--- src/rtl/lsu_pkg.sv ---
// Shared types and helpers for the LSU memory initiator: access sizes, FSM states,
// alignment checks and word-address formation.
package lsu_pkg;

    localparam int unsigned LANE_BYTES = 4;
    localparam int unsigned WORD_W     = LANE_BYTES * 8;
    localparam int unsigned LSU_ADDR_W = 32;

    typedef enum logic [1:0] {
        SZ_B = 2'd0,
        SZ_H = 2'd1,
        SZ_W = 2'd2
    } size_e;

    typedef enum logic [1:0] {
        IDLE,
        READ,
        WRITE,
        RESP
    } state_e;

    // Size encoding 3 is reported as a fault alongside genuine misalignment.
    function automatic logic is_misaligned(input size_e size, input logic [1:0] lane);
        logic bad;
        case (size)
            SZ_B:    bad = 1'b0;
            SZ_H:    bad = lane[0];
            SZ_W:    bad = (lane != 2'b00);
            default: bad = 1'b1;
        endcase
        return bad;
    endfunction

    function automatic logic [LSU_ADDR_W-1:0] word_align(input logic [LSU_ADDR_W-1:0] addr);
        return {addr[LSU_ADDR_W-1:2], 2'b00};
    endfunction

endpackage

--- src/rtl/lsu_lane_align.sv ---
// Combinational lane logic: extracts and extends load data from a memory word, and
// merges sub-word store data into the word that was read back.
module lsu_lane_align
    import lsu_pkg::*;
(
    input  logic [WORD_W-1:0] word_i,
    input  logic [WORD_W-1:0] wdata_i,
    input  logic [1:0]        lane_i,
    input  size_e             size_i,
    input  logic              unsigned_i,
    output logic [WORD_W-1:0] rdata_o,
    output logic [WORD_W-1:0] merged_o
);

    logic [7:0]  byte_sel;
    logic [15:0] half_sel;

    always_comb begin
        byte_sel = word_i[{lane_i, 3'b000} +: 8];
        half_sel = lane_i[1] ? word_i[31:16] : word_i[15:0];
        case (size_i)
            SZ_B:    rdata_o = unsigned_i ? {24'h0, byte_sel} : {{24{byte_sel[7]}}, byte_sel};
            SZ_H:    rdata_o = unsigned_i ? {16'h0, half_sel} : {{16{half_sel[15]}}, half_sel};
            default: rdata_o = word_i;
        endcase
    end

    always_comb begin
        merged_o = word_i;
        case (size_i)
            SZ_B:    merged_o[{lane_i, 3'b000} +: 8]        = wdata_i[7:0];
            SZ_H:    merged_o[{lane_i[1], 4'b0000} +: 16]   = wdata_i[15:0];
            SZ_W:    merged_o                               = wdata_i;
            default: merged_o                               = word_i;
        endcase
    end

endmodule

--- src/rtl/lsu_mem_initiator.sv ---
// Core-side load/store initiator for a 32-bit word memory; sub-word stores are read-modify-write.
// Define LSU_WORD_STORE_BYPASS_EN to let aligned word stores skip the read phase.
module lsu_mem_initiator
    import lsu_pkg::*;
#(
    parameter int unsigned ADDR_W = LSU_ADDR_W,
    parameter int unsigned DATA_W = WORD_W
) (
    input  logic              CLK,
    input  logic              RESET,
    input  logic              req_valid,
    output logic              req_ready,
    input  logic              req_store,
    input  logic [1:0]        req_size,
    input  logic              req_unsigned,
    input  logic [ADDR_W-1:0] req_addr,
    input  logic [DATA_W-1:0] req_wdata,
    output logic              resp_valid,
    input  logic              resp_ready,
    output logic [DATA_W-1:0] resp_rdata,
    output logic              resp_exception,
    output logic [ADDR_W-1:0] out_read_address,
    input  logic [DATA_W-1:0] in_read_data,
    input  logic              in_read_exception,
    output logic              out_write_enable,
    output logic [ADDR_W-1:0] out_write_address,
    output logic [DATA_W-1:0] out_write_data,
    input  logic              in_write_exception
);

    state_e            state_q, state_d;
    logic              store_q, store_d;
    size_e             size_q, size_d;
    logic              uns_q, uns_d;
    logic [ADDR_W-1:0] addr_q, addr_d;
    logic [DATA_W-1:0] wdata_q, wdata_d;
    logic [DATA_W-1:0] wword_q, wword_d;
    logic [DATA_W-1:0] rdata_q, rdata_d;
    logic              exc_q, exc_d;
    logic [DATA_W-1:0] ext_rdata;
    logic [DATA_W-1:0] merged_word;

    lsu_lane_align u_align (
        .word_i     (in_read_data),
        .wdata_i    (wdata_q),
        .lane_i     (addr_q[1:0]),
        .size_i     (size_q),
        .unsigned_i (uns_q),
        .rdata_o    (ext_rdata),
        .merged_o   (merged_word)
    );

    always_ff @(posedge CLK) begin
        if (RESET) begin
            state_q <= IDLE;
            store_q <= 1'b0;
            size_q  <= SZ_B;
            uns_q   <= 1'b0;
            addr_q  <= '0;
            wdata_q <= '0;
            wword_q <= '0;
            rdata_q <= '0;
            exc_q   <= 1'b0;
        end else begin
            state_q <= state_d;
            store_q <= store_d;
            size_q  <= size_d;
            uns_q   <= uns_d;
            addr_q  <= addr_d;
            wdata_q <= wdata_d;
            wword_q <= wword_d;
            rdata_q <= rdata_d;
            exc_q   <= exc_d;
        end
    end

    always_comb begin
        state_d = state_q;
        store_d = store_q;
        size_d  = size_q;
        uns_d   = uns_q;
        addr_d  = addr_q;
        wdata_d = wdata_q;
        wword_d = wword_q;
        rdata_d = rdata_q;
        exc_d   = exc_q;
        unique case (state_q)
            IDLE: begin
                if (req_valid && req_ready) begin
                    store_d = req_store;
                    size_d  = size_e'(req_size);
                    uns_d   = req_unsigned;
                    addr_d  = req_addr;
                    wdata_d = req_wdata;
                    rdata_d = '0;
                    exc_d   = 1'b0;
                    if (is_misaligned(size_e'(req_size), req_addr[1:0])) begin
                        exc_d   = 1'b1;
                        state_d = RESP;
                    end
`ifdef LSU_WORD_STORE_BYPASS_EN
                    else if (req_store && (size_e'(req_size) == SZ_W)) begin
                        wword_d = req_wdata;
                        state_d = WRITE;
                    end
`endif
                    else begin
                        state_d = READ;
                    end
                end
            end
            READ: begin
                // A faulted read never reaches WRITE, so the memory word is left untouched.
                if (in_read_exception) begin
                    exc_d   = 1'b1;
                    state_d = RESP;
                end else if (store_q) begin
                    wword_d = merged_word;
                    state_d = WRITE;
                end else begin
                    rdata_d = ext_rdata;
                    state_d = RESP;
                end
            end
            WRITE: begin
                exc_d   = in_write_exception;
                state_d = RESP;
            end
            RESP: begin
                if (resp_ready) state_d = IDLE;
            end
            default: state_d = IDLE;
        endcase
    end

    always_comb begin
        req_ready         = (state_q == IDLE);
        resp_valid        = (state_q == RESP);
        resp_rdata        = rdata_q;
        resp_exception    = exc_q;
        out_read_address  = word_align(addr_q);
        out_write_address = word_align(addr_q);
        out_write_data    = wword_q;
        out_write_enable  = (state_q == WRITE) && !RESET;
    end

endmodule

--- config.mk ---
export PLATFORM = sky130hd
export DESIGN_NAME = lsu_mem_initiator
export DESIGN_NICKNAME = d
export VERILOG_FILES = /design/src/rtl/lsu_pkg.sv /design/src/rtl/lsu_lane_align.sv /design/src/rtl/lsu_mem_initiator.sv
export SDC_FILE = /design/constraint.sdc
export NUM_CORES = 1
export LEC_CHECK = 0
export ABC_AREA = 1
export ABC_CLOCK_PERIOD_IN_PS = 2100
export CORE_UTILIZATION = 48
export DETAILED_ROUTE_END_ITERATION = 12
export PLACE_DENSITY = 0.77
export SETUP_SLACK_MARGIN = 0.4
export SYNTH_ARGS = -nofsm -noshare
export SYNTH_HDL_FRONTEND = slang
export SYNTH_HIERARCHICAL = 1
export SYNTH_SLANG_ARGS = --single-unit
--- constraint.sdc ---
create_clock -name CLK -period 2.1 [get_ports CLK]
set_input_delay 0.63 -clock CLK [delete_from_list [all_inputs] [get_ports CLK]]
set_output_delay 0.63 -clock CLK [all_outputs]
set_load 0.005 [all_outputs]
==> results.cfg <==
[pwr]
cellPowerDensity_nw_per_um2 = 1260
p_seq_frac = 0.276
ir_worst_vdd_uv = 783
p_comb_frac = 0.520
p_leak_nw = 5.73
p_int_mw = 8.39
clkPwrFrac = 0.203
switchingPower_mw = 5.92
swShare = 0.414

[cts]
numCtsBuffers = 17
cts.sinks = 135
htreeDepth = 4
holdBufCountCts = 0
clk_pin_slew_ns = 0.06
cts_buffer_depth = 2
cts_tree = done
root_buffer = clkbuf_16
clock_latency_ns = 0.43

[status]
status = finished, final reports clean

[setup_path]
worstPathRequired_ns = 1.47
critPathSlowestCell = dfxtp_4
crit_arrival_ns = 1.18
path_max_fanout = 4
path_class = flip-flop to output pin
worst_setup_path_end_kind = output pin
crit_path_max_incr_delay_ns = 0.40
start_kind = flip-flop
crit_buf_inv = 2
cp_top_family = flip-flops
cp_cell_sequence = ha_4, inv_1, nor2_1, buf_2

[global_route]
grt_pass1_vias = 7990
grt_max_degree = 54
grt_pass1_wl_um = 41200
grt_antenna_before_repair = 1
groute.usage.overall = 0.315
overflow = 0

[synthesis]
synth_top_area_share = 0.338
asyncSetResetFlopFracSynth = 0
ys_seq_area_frac = 0.338
ys.flop_type = dfxtp_1
syn_area_per_cell_um2 = 6.27
ys_ff_latch = 135
syn_area_um2 = 8000
ys_top_cells_by_area = dfxtp_1, nand2_1, nor2_1
yosysUniqueCellTypes = 28
synth_largest_area_cell = dfxtp_1
yosys_warnings = 6
synth_edf_count = 0
synth.most_common_cell = nand2_1
synthTopCellsByCount = nand2_1, nor2_1, dfxtp_1, o21ai_0, nand3_1
postSynthCellCount = 1276

[worst_hold_path]
hp-class = flip-flop to flip-flop

[flow_run]
maxCapViolCount = 0

[floorplan]
io_pins = 238
dieArea_um2 = 17200
std_cell_rows = 46
start_util = 0.498
core_area_um2 = 16100
die_width_um = 131
die_h_um = 131

[timing]
fin_tns_setup_ns = 0
setup_viol = 0
timing_hold_violations_final = 0
final.min_clock_period_ns = 1.81
rsz0062_at_grt = true
fin_crit_sh = 0.862
slew_violations = 0
clock_skew_ns = 0.00851
whs_ns = 0.456
fmax_mhz = 553

[drt]
vias = 8903
wl_um = 27000
antenna_left = 0
dr.pass1.iters = 5
viasPerCell = 5.19
drtIter0Drc = 760
drc = 0
wire_per_inst_um = 15.8

[layout]
drive_above_1_share = 0.170
fin_nets = 1601
final_util = 0.709
areaGrowthSynthToFinish_pct = 42.3

[place]
io_buffers = 233
dp_hpwl_um = 19600
gp_congestion = 0.964
-- layout make-up --
type | count | area (um^2)
fill | 1432 | 4680
multi-input combinational | 951 | 4400
timing repair buffer | 325 | 3140
sequential | 135 | 2760
clock buffer | 20 | 457
tap | 216 | 270
inverter | 54 | 228
clock inverter | 12 | 116
antenna | 1 | 2.50
-- worst reg2reg max path, stage by stage, from the launching register on --
cell,delay [ns]
dfxtp_4,0.40
inv_8,0.06
ha_4,0.28
inv_2,0.05
nor2_4,0.15
buf_4,0.16
nand3_1,0.07
nand2_1,0.07
nand2_1,0.05
nand3_1,0.12
nor2_1,0.07
nor2_1,0.11
-- power groups by stage --
stage          Clock, mW  Sequential [mW]  Combinational [mW]
6_report            2.91             3.95                7.44
5_1_grt             3.07             4.05                8.23
4_1_cts             2.94             3.94                6.97
3_5_place_dp           0             3.94                7.07
3_3_place_gp           0             3.92                7.00
2_1_floorplan          0             3.82                4.56
-- worst paths after layout --
| path | endpoint | start | slack (ns) | cells after the start |
|---|---|---|---|---|
| max reg2reg | out_write_data[17] | addr_q[1] | 0.44 | 11 |
| max | out_write_enable | state_q[1] | 0.29 | 4 |
| min reg2reg | resp_rdata[18] | resp_rdata[18] | 0.46 | 2 |
| min | resp_rdata[18] | resp_rdata[18] | 0.46 | 2 |
-- stage by stage --
step	area [um^2]	cells	setup slack, ns	power (mW)
floorplan	8040	1279	0.404	8.38
global placement	10400	1656	-0.198	10.9
detailed placement	10400	1656	-0.187	11.0
CTS	11100	1699	0.169	13.9
global route	11400	1714	0.229	15.3
finish	11400	1714	0.291	14.3
-- routing by layer --
layer	up-vias	GRT usage	wire, um
met3	54	0.0698	2290
met4	0	0.124	813
met2	402	0.525	12900
met5	-	0	0
met1	4038	0.394	11000
li1	4409	-	-
-- cells in the final DEF, fill, tap and decap left out, types with 4 or more instances in the layout --
cell type / n
nor2_2: 17
dlygate4sd2_1: 119
nand4_1: 16
inv_6: 5
nor2_4: 4
inv_4: 5
inv_1: 39
dfxtp_1: 93
a21oi_1: 31
nand2_2: 5
clkdlybuf4s50_1: 100
nand3_1: 79
nand2_1: 333
inv_2: 8
buf_4: 66
clkbuf_2: 4
o21ai_1: 11
nand3_2: 24
ha_4: 6
dfxtp_2: 39
o21ai_0: 125
buf_12: 13
ha_1: 4
clkbuf_16: 20
nor2_1: 280
buf_6: 10
nand2_4: 4
conb_1: 4
-- cell families (layout without fill, tap and decap cells) --
group | Yosys count | count (layout) | share of synthesized area
simple gates | 765 | 765 | 0.403
buf+inv | 193 | 411 | 0.133
compound gates | 171 | 171 | 0.108
flops | 135 | 135 | 0.338
fa+ha+maj | 11 | 11 | 0.0172
other cells | 1 | 5 | 0.000469
-- registers in the layout (all words and copies together), names as in the netlist --
signal          flops
resp_exception      1
resp_rdata         32
addr_q             32
state_q             2
store_q             1
wdata_q            32
size_q              2
uns_q               1
out_write_data     32
-- repair_timing --
action                     CTS  global route
buffers inserted            10            11
gates resized for setup    207            51
setup endpoints to repair  191            72
cloned                       1             3
pin swaps                    3             8
(Power assumes the default switching activity.)
